==> src/rtl/id_arb2_pkg.sv <==
`default_nettype none
// ============================================================================
//  Module      : id_arb2_pkg
//  Description : Shared constants, state encodings and the character
//                classifier for the two-port identifier front end.
//  Revision    : 1.0 - initial release
// ============================================================================
package id_arb2_pkg;

    // Character class bounds (ASCII)
    localparam logic [7:0] C_UPPER_LO = 8'd65;   // 'A'
    localparam logic [7:0] C_UPPER_HI = 8'd90;   // 'Z'
    localparam logic [7:0] C_LOWER_LO = 8'd97;   // 'a'
    localparam logic [7:0] C_LOWER_HI = 8'd122;  // 'z'
    localparam logic [7:0] C_DIGIT_LO = 8'd48;   // '0'
    localparam logic [7:0] C_DIGIT_HI = 8'd57;   // '9'

    typedef enum logic [1:0] {
        CLS_OTHER  = 2'd0,
        CLS_LETTER = 2'd1,
        CLS_DIGIT  = 2'd2
    } char_class_t;

    typedef enum logic [1:0] {
        REC_IDLE = 2'd0,
        REC_LET  = 2'd1,
        REC_DIG  = 2'd2
    } rec_state_t;

    typedef enum logic [1:0] {
        CTRL_ARB    = 2'd0,
        CTRL_BUSY   = 2'd1,
        CTRL_REPORT = 2'd2
    } ctrl_state_t;

    // Classify one ASCII character
    function automatic char_class_t char_class(input logic [7:0] c);
        char_class_t cls;
        cls = CLS_OTHER;
        if ((c >= C_UPPER_LO && c <= C_UPPER_HI) ||
            (c >= C_LOWER_LO && c <= C_LOWER_HI)) begin
            cls = CLS_LETTER;
        end else if (c >= C_DIGIT_LO && c <= C_DIGIT_HI) begin
            cls = CLS_DIGIT;
        end
        return cls;
    endfunction

endpackage
`default_nettype wire

==> src/rtl/id_arb2_if.sv <==
`default_nettype none
// ============================================================================
//  Module      : id_arb2_if
//  Description : Requester A/B character streams and the result strobe
//                of the two-port identifier front end.
//  Revision    : 1.0 - initial release
// ============================================================================
interface id_arb2_if #(
    parameter int LEN_W = 8
);
    logic [7:0]       a_char;
    logic             a_valid;
    logic             a_last;
    logic             a_ready;
    logic [7:0]       b_char;
    logic             b_valid;
    logic             b_last;
    logic             b_ready;
    logic             res_valid;
    logic             res_id;
    logic             res_match;
    logic [LEN_W-1:0] res_len;
    logic [LEN_W-1:0] res_tok;

    // Arbiter side
    modport slave (
        input  a_char, a_valid, a_last,
        input  b_char, b_valid, b_last,
        output a_ready, b_ready,
        output res_valid, res_id, res_match, res_len, res_tok
    );

    // Requester / consumer side
    modport master (
        output a_char, a_valid, a_last,
        output b_char, b_valid, b_last,
        input  a_ready, b_ready,
        input  res_valid, res_id, res_match, res_len, res_tok
    );
endinterface
`default_nettype wire

==> src/rtl/id_arb2_rec.sv <==
`default_nettype none
// ============================================================================
//  Module      : id_rec
//  Description : Identifier recognizer IDLE/LET/DIG. Steps on accepted
//                characters, flags LET->DIG transitions with tok_inc.
//  Revision    : 1.0 - initial release
// ============================================================================
module id_rec
    import id_arb2_pkg::*;
(
    input  wire logic       clk,
    input  wire logic       reset,
    input  wire logic       step,
    input  wire logic       clear,
    input  wire logic [7:0] char_in,
    output rec_state_t      state,
    output logic            tok_inc
);

    rec_state_t  state_q;
    rec_state_t  state_d;
    char_class_t cls;

    // Next recognizer state; clear wins over step
    always_comb begin
        cls     = char_class(char_in);
        state_d = state_q;
        tok_inc = 1'b0;
        if (clear) begin
            state_d = REC_IDLE;
        end else if (step) begin
            case (cls)
                CLS_LETTER: state_d = REC_LET;
                CLS_DIGIT:  state_d = (state_q == REC_IDLE) ? REC_IDLE : REC_DIG;
                default:    state_d = REC_IDLE;
            endcase
            tok_inc = (state_q == REC_LET) && (state_d == REC_DIG);
        end
    end

    // Recognizer state register
    always_ff @(posedge clk or posedge reset) begin
        if (reset) begin
            state_q <= REC_IDLE;
        end else begin
            state_q <= state_d;
        end
    end

    assign state = state_q;

endmodule
`default_nettype wire

==> src/rtl/id_arb2.sv <==
`default_nettype none
// ============================================================================
//  Module      : id_arb2
//  Description : Round-robin two-port frame arbiter in front of the
//                identifier recognizer; reports match/len/tok per frame.
//  Revision    : 1.0 - initial release
// ============================================================================
module id_arb2
    import id_arb2_pkg::*;
#(
    parameter int LEN_W = 8
) (
    input  wire logic  clk,
    input  wire logic  reset,
    id_arb2_if.slave   bus
);

    ctrl_state_t      state_q,     state_d;
    logic             owner_q,     owner_d;      // 0 = A, 1 = B
    logic             prio_q,      prio_d;       // requester preferred on a tie
    logic [LEN_W-1:0] len_q,       len_d;
    logic [LEN_W-1:0] tok_q,       tok_d;
    logic             res_id_q,    res_id_d;     // held copies shown between strobes
    logic             res_match_q, res_match_d;
    logic [LEN_W-1:0] res_len_q,   res_len_d;
    logic [LEN_W-1:0] res_tok_q,   res_tok_d;

    logic             a_rdy;
    logic             b_rdy;
    logic             xfer;
    logic             sel_last;
    logic [7:0]       sel_char;
    logic             rec_step;
    logic             rec_clear;
    rec_state_t       rec_state;
    logic             tok_inc;

    // Counter increment that sticks at all ones
    function automatic logic [LEN_W-1:0] sat_inc(input logic [LEN_W-1:0] v);
        return (&v) ? v : v + {{(LEN_W-1){1'b0}}, 1'b1};
    endfunction

    // Ready comes only from registered state, never from valid
    always_comb begin
        a_rdy    = (state_q == CTRL_BUSY) && !owner_q;
        b_rdy    = (state_q == CTRL_BUSY) &&  owner_q;
        sel_char = owner_q ? bus.b_char : bus.a_char;
        sel_last = owner_q ? bus.b_last : bus.a_last;
        xfer     = owner_q ? (bus.b_valid && b_rdy) : (bus.a_valid && a_rdy);
    end

    // Controller next-state, counters and result capture
    always_comb begin
        state_d     = state_q;
        owner_d     = owner_q;
        prio_d      = prio_q;
        len_d       = len_q;
        tok_d       = tok_q;
        res_id_d    = res_id_q;
        res_match_d = res_match_q;
        res_len_d   = res_len_q;
        res_tok_d   = res_tok_q;
        rec_step    = 1'b0;
        rec_clear   = 1'b0;
        case (state_q)
            CTRL_ARB: begin
                if (bus.a_valid || bus.b_valid) begin
                    owner_d = (bus.a_valid && bus.b_valid) ? prio_q : bus.b_valid;
                    len_d   = '0;
                    tok_d   = '0;
                    state_d = CTRL_BUSY;
                end
            end
            CTRL_BUSY: begin
                if (xfer) begin
                    rec_step = 1'b1;
                    len_d    = sat_inc(len_q);
                    if (tok_inc) begin
                        tok_d = sat_inc(tok_q);
                    end
                    if (sel_last) begin
                        state_d = CTRL_REPORT;
                    end
                end
            end
            CTRL_REPORT: begin
                rec_clear   = 1'b1;
                prio_d      = ~owner_q;
                res_id_d    = owner_q;
                res_match_d = (rec_state == REC_DIG);
                res_len_d   = len_q;
                res_tok_d   = tok_q;
                state_d     = CTRL_ARB;
            end
            default: state_d = CTRL_ARB;
        endcase
    end

    // Controller registers; reset discards any partial frame
    always_ff @(posedge clk or posedge reset) begin
        if (reset) begin
            state_q     <= CTRL_ARB;
            owner_q     <= 1'b0;
            prio_q      <= 1'b0;
            len_q       <= '0;
            tok_q       <= '0;
            res_id_q    <= 1'b0;
            res_match_q <= 1'b0;
            res_len_q   <= '0;
            res_tok_q   <= '0;
        end else begin
            state_q     <= state_d;
            owner_q     <= owner_d;
            prio_q      <= prio_d;
            len_q       <= len_d;
            tok_q       <= tok_d;
            res_id_q    <= res_id_d;
            res_match_q <= res_match_d;
            res_len_q   <= res_len_d;
            res_tok_q   <= res_tok_d;
        end
    end

    id_rec u_rec (
        .clk     (clk),
        .reset   (reset),
        .step    (rec_step),
        .clear   (rec_clear),
        .char_in (sel_char),
        .state   (rec_state),
        .tok_inc (tok_inc)
    );

    // Live values during REPORT, held copies otherwise
    assign bus.a_ready   = a_rdy;
    assign bus.b_ready   = b_rdy;
    assign bus.res_valid = (state_q == CTRL_REPORT);
    assign bus.res_id    = (state_q == CTRL_REPORT) ? owner_q                  : res_id_q;
    assign bus.res_match = (state_q == CTRL_REPORT) ? (rec_state == REC_DIG)   : res_match_q;
    assign bus.res_len   = (state_q == CTRL_REPORT) ? len_q                    : res_len_q;
    assign bus.res_tok   = (state_q == CTRL_REPORT) ? tok_q                    : res_tok_q;

endmodule
`default_nettype wire

==> src/flat_wrapper.sv <==
// flat-port wrapper written by rule: the top's interface ports become plain ports
module id_arb2_flat import id_arb2_pkg::*;
#(
    parameter int LEN_W = 8
)
  (clk, reset, bus_a_char, bus_a_valid, bus_a_last, bus_b_char, bus_b_valid, bus_b_last, bus_a_ready, bus_b_ready, bus_res_valid, bus_res_id, bus_res_match, bus_res_len, bus_res_tok);
  id_arb2_if #(.LEN_W(LEN_W)) bus_i ();
  input  wire logic clk;
  input  wire logic reset;
  input wire logic [$bits(bus_i.a_char)-1:0] bus_a_char;
  input wire logic [$bits(bus_i.a_valid)-1:0] bus_a_valid;
  input wire logic [$bits(bus_i.a_last)-1:0] bus_a_last;
  input wire logic [$bits(bus_i.b_char)-1:0] bus_b_char;
  input wire logic [$bits(bus_i.b_valid)-1:0] bus_b_valid;
  input wire logic [$bits(bus_i.b_last)-1:0] bus_b_last;
  output wire logic [$bits(bus_i.a_ready)-1:0] bus_a_ready;
  output wire logic [$bits(bus_i.b_ready)-1:0] bus_b_ready;
  output wire logic [$bits(bus_i.res_valid)-1:0] bus_res_valid;
  output wire logic [$bits(bus_i.res_id)-1:0] bus_res_id;
  output wire logic [$bits(bus_i.res_match)-1:0] bus_res_match;
  output wire logic [$bits(bus_i.res_len)-1:0] bus_res_len;
  output wire logic [$bits(bus_i.res_tok)-1:0] bus_res_tok;
  assign bus_i.a_char = bus_a_char;
  assign bus_i.a_valid = bus_a_valid;
  assign bus_i.a_last = bus_a_last;
  assign bus_i.b_char = bus_b_char;
  assign bus_i.b_valid = bus_b_valid;
  assign bus_i.b_last = bus_b_last;
  assign bus_a_ready = bus_i.a_ready;
  assign bus_b_ready = bus_i.b_ready;
  assign bus_res_valid = bus_i.res_valid;
  assign bus_res_id = bus_i.res_id;
  assign bus_res_match = bus_i.res_match;
  assign bus_res_len = bus_i.res_len;
  assign bus_res_tok = bus_i.res_tok;
  id_arb2 #(.LEN_W(LEN_W)) u_core (.clk(clk), .reset(reset), .bus(bus_i));
endmodule
==> config.mk <==
export PLATFORM = sky130hd
export DESIGN_NAME = id_arb2_flat
export DESIGN_NICKNAME = d
export VERILOG_FILES = /design/src/rtl/id_arb2_pkg.sv /design/src/rtl/id_arb2_if.sv /design/src/rtl/id_arb2_rec.sv /design/src/rtl/id_arb2.sv /design/src/flat_wrapper.sv
export SDC_FILE = /design/constraint.sdc
export NUM_CORES = 1
export LEC_CHECK = 0
export CAP_MARGIN = 20
export CORE_MARGIN = 4
export CORE_UTILIZATION = 45
export DETAILED_ROUTE_END_ITERATION = 10
export PLACE_DENSITY = 0.68
export SETUP_SLACK_MARGIN = 0.4
export SYNTH_ARGS = -nofsm -noshare
export SYNTH_HDL_FRONTEND = slang
export SYNTH_SLANG_ARGS = --single-unit
==> constraint.sdc <==
create_clock -name clk -period 4.17 [get_ports clk]
set_input_delay 0.834 -clock clk [delete_from_list [all_inputs] [get_ports clk]]
set_output_delay 0.834 -clock clk [all_outputs]
set_load 0.03 [all_outputs]
Word level (Yosys, flattened, before mapping)
Cells that the tools add are included.
{"block": "word_totals", "ff_bits": 40, "input_bits": 22}
{"block": "classes", "add_sub_neg": 2, "order_cmp": 6, "eq_ne": 13, "mux": 33, "bitwise": 1, "n_reduce_logical": 22}
{"cell": "8-bit 2-to-1 mux", "n": 9}
{"cell": "8-bit one-hot mux with 2 select lines", "n": 2}
{"cell": "2-bit 2-to-1 mux", "n": 10}
{"cell": "8-bit by 1-bit adder with 8-bit output, second input constant", "n": 2}
{"cell": "8-bit by 7-bit greater-or-equal comparator with 1-bit output, second input constant", "n": 2}
{"cell": "8-bit by 7-bit <= comparator with 1-bit output, second input constant", "n": 2}
{"cell": "8-bit AND reduction", "n": 2}
{"cell": "1-bit 2-to-1 mux", "n": 10}
{"cell": "1-bit logical AND", "n": 9}
{"cell": "2-bit equality test, second input constant", "n": 4}
{"cell": "8-bit by 6-bit greater-or-equal comparator with 1-bit output, second input constant", "n": 1}
{"cell": "8-bit by 6-bit <= comparator with 1-bit output, second input constant", "n": 1}
{"cell": "2-bit by 1-bit inequality test with 1-bit output, second input constant", "n": 4}
{"cell": "2-bit one-hot mux with 2 select lines", "n": 2}
{"cell": "2-bit by 1-bit equality test with 1-bit output, second input constant", "n": 3}
{"cell": "5-bit AND reduction", "n": 1}
{"cell": "2-bit zero test", "n": 2}
{"cell": "2-bit inequality test, second input constant", "n": 2}
{"cell": "4-bit AND reduction", "n": 1}
{"cell": "2-bit nonzero test", "n": 2}
{"cell": "3-bit AND reduction", "n": 1}
{"cell": "1-bit logical OR", "n": 2}
{"cell": "2-bit AND reduction", "n": 1}
{"cell": "1-bit zero test", "n": 1}
{"cell": "1-bit inverter", "n": 1}

Depth between registers and ports, before layout
{"block": "depth", "word_depth": 16, "depth_mapped": 8}

Cells and area by module
Synthesis repeated with hierarchy kept, for this count alone.
{"block": "hier_totals", "cells_unflattened": 223, "area_unflattened_um2": 2034.5}
{"mod": "id_arb2", "instances": 1, "cells_per_inst": 204, "area_each_um2": 1894.3, "seq_area_each_um2": 950.9}
{"mod": "id_rec", "instances": 1, "cells_per_inst": 19, "area_each_um2": 140.1, "seq_area_each_um2": 50.0}

Least setup slack after synthesis
Ideal clock, no wire load.
{"block": "synth_path", "path_type": "register -> output", "from": "register u_core.state_q[0]", "to": "output bus_res_len[0]", "arrival_time_ns": 1.926, "required_ns": 3.336, "slack_ns": 1.410, "stages_incl_launch_ff": 8, "n_path_buf": 3, "cell_sequence": "dfrtp_1 clkbuf_2 nand2b_1 inv_1 clkbuf_1 buf_1 nand2_1 nand2_1"}
{"block": "synth_between", "elab_chain_len": 2}
{"item": "from (decl)", "line": "id_arb2.sv:18", "rtl": "ctrl_state_t state_q, state_d;"}
{"item": "from (signal assigned)", "line": "id_arb2.sv:112", "rtl": "state_q <= state_d;"}
{"item": "2-bit equality test"}
{"item": "net bus_res_valid", "line": "flat_wrapper.sv:18", "rtl": "output wire logic [$bits(bus_i.res_valid)-1:0] bus_res_valid;"}
{"item": "8-bit 2-to-1 mux", "line": "id_arb2.sv:140", "rtl": "assign bus.res_len = (state_q == CTRL_REPORT) ? len_q : res_len_q;"}
{"item": "to (decl)", "line": "flat_wrapper.sv:21", "rtl": "output wire logic [$bits(bus_i.res_len)-1:0] bus_res_len;"}
The timed path passes the listed nets, and every way through them passes these cells.

Worst setup path in the final report
{"block": "layout_path", "from": "register u_core.state_q[0]", "to": "output bus_res_len[0]"}
{"block": "layout_between", "elab_chain_len": 2}
{"item": "2-bit equality test", "line": "id_arb2.sv:140"}
{"item": "8-bit 2-to-1 mux", "line": "id_arb2.sv:140"}
No other way between the ends.

==> impl_metrics.toml <==
[status]
status = "finished, final reports clean"

[synth]
yosysWarnings = 0
synth_commonest_cells = "nand2_1, dfrtp_1, nor2_1, o21ai_0, nand3_1"
async_reset_ff_frac = 1.00
synth_ff_type = "dfrtp_1"
ys_top_cells_by_area = "dfrtp_1, nand2_1, o21ai_0"
yosysUniqueCellTypes = 40
avgSynthCellArea_um2 = 8.78
yosys.area.top_type_share = 0.498
syn_inst = 229
syn_area_um2 = 2010
ys_seq_elements = 40
ys_seq_area_frac = 0.498
syn-num-nets = 253
synth.most_common_cell = "nand2_1"
synth_edf_count = 0
synth_top_cell_by_area = "dfrtp_1"

[sta]
tns_ps = 0
fin_skew_ps = 5.08
relSlewSlack = 0.509
tightest_slew_ps = 736
worst_slack_ps = 909
slew_violations = 0
clock.fmax_mhz = 307
grt_setup_unrepaired = "false"
setup_violations = 0
min_period_ps = 3260
hold_viol = 0
finalCritPeriodShare = 0.782

[routing]
route.detailed.drc = 0
finalWirelength_um = 4550
met1_length_um = 2190
first_pass_iters = 4
drt_iter0_drc = 100
met3_wirelength_um = 254
routed_via_density = 5.39
wl_per_cell_um = 14.1
highest_layer = "met4"
dr_wl_met2_um = 2050
ant_nets = 0
num_vias = 1741

[placement]
placed_area_um2 = 2470
dpl.hpwl_um = 3200
port-buffer-count = 42
dp_slack_ps = 983
routabilityCongestion = 0.795

[power_and_ir_drop]
peakVddDrop_uv = 266
power.total_w = 0.00119
p_per_area_nw_per_um2 = 463
leakage_nw = 1.18

[clock_network]
cts_resized = 0
cts_tree = "yes"
clk_latency_ps = 290
cts_buffers = 5
htreeDepth = 2
cts_setup_buffers = 0
hold_buffers = 0
cts_num_sinks = 40
clkSlewWorstSetupHoldPaths_ps = 80
clock_path_buffers = 2
root_buffer = "clkbuf_8"

[cells_and_area]
stdcell_area_um2 = 2560
syn_to_final_growth_pct = 27.4
multi_input_area_um2 = 937
num-fill-cells = 370
regArea_um2 = 1000
n_antenna_cell = 0
layout.nets = 294
layout-drive-gt1-share = 0.0554

[critical_path]
critPathLaunchType = "flop"
path_class = "reg -> out"
critPathMaxFanout = 20
crit_required_ps = 3340
endpoint_kind = "output port"
arrival_ps = 2430

[min_path]
min_path_type = "reg -> reg"

[global_route]
grt_pass1_wl_um = 7420
grt_overflow = 0
grt_usage = 0.174
antenna_found_initial = 0
grt_pass1_vias = 1601
grt_max_degree = 23

[flow_run]
maxCapViolations = 0

[die]
die_width_um = 74.8
start_util = 0.462
core_um2 = 4350
die_height_um = 74.8
die_area_um2 = 5600
ioPinCount = 43
fp-row-count = 24
layer usage:
metal	up-vias	global-route usage
met4	0	0.0534
met3	6	0.0374
met5	-	0
met1	816	0.246
met2	49	0.270
li1	870	-
state kept, by name (all words and copies together), names as in the netlist:
name,flops
u_core.res_len_q,8
u_core.prio_q,1
u_core.state_q,2
u_core.res_id_q,1
u_core.len_q,8
u_core.res_match_q,1
u_core.tok_q,8
u_core.owner_q,1
u_core.u_rec.state,2
u_core.res_tok_q,8
final cells by class:
type,count,share of cell area
clock buffers,6,0.0322
well taps,52,0.0254
inverters,6,0.00879
repair buffers,45,0.173
flip-flops and latches,40,0.391
multi-input cells,172,0.366
clock inverters,2,0.00391
worst paths after layout:
check | start | to | slack, ps | cells after the start
worst max-delay path | u_core.state_q[0] | bus_res_len[0] | 910 | 5
worst min-delay path | u_core.res_len_q[6] | u_core.res_len_q[6] | 470 | 2
worst max register to register | u_core.owner_q | u_core.tok_q[5] | 1600 | 5
worst min register to register | u_core.res_len_q[6] | u_core.res_len_q[6] | 470 | 2
max in group asynchronous | reset | u_core.res_match_q | 2460 | 3
min in group asynchronous | reset | u_core.res_len_q[7] | 960 | 2
power by group:
group	total [W]	internal [W]	switching [W]
logic	0.000411	0.000169	0.000242
registers	0.000505	0.000436	0.0000691
clock network	0.000269	0.000132	0.000137
total	0.00119	0.000737	0.000448
layout by cell type (no fill, tap or decap), drive strengths merged, types with 5 or more instances in the layout:
master,synthesis,final
nor2,17,17
clkdlybuf4s50,0,42
clkbuf,9,6
inv,6,6
dfrtp,40,40
o21ai,13,13
nand2,67,67
nand2b,5,5
nand3,12,12
a21oi,6,6
cell families (layout without fill, tap and decap cells):
kind of cell,Yosys count,count (layout),share of synthesized area
buffers and inverters,17,59,0.0361
xor gates and xnor gates,4,4,0.0174
DFF,40,40,0.498
AOI/OAI and AO/OA,37,37,0.127
muxes,5,5,0.0255
adders and majority gates,2,2,0.0124
and+or+nand+nor,124,124,0.284
critical path, cell delays in order, from the launching register on:
cell and delay (ps):
dfrtp_1 470, nand2b_1 190, inv_1 540, nand2_1 130
nand2_1 110, clkdlybuf4s50_1 680
through the flow:
stage,cells,utilization,hold WS [ps]
6_report,323,0.588,475
5_1_grt,323,0.588,491
4_1_cts,323,0.588,479
3_5_place_dp,315,0.567,459
3_3_place_gp,315,0.567,452
2_1_floorplan,229,-,450
No activity file was read; power rests on OpenSTA's default activity.
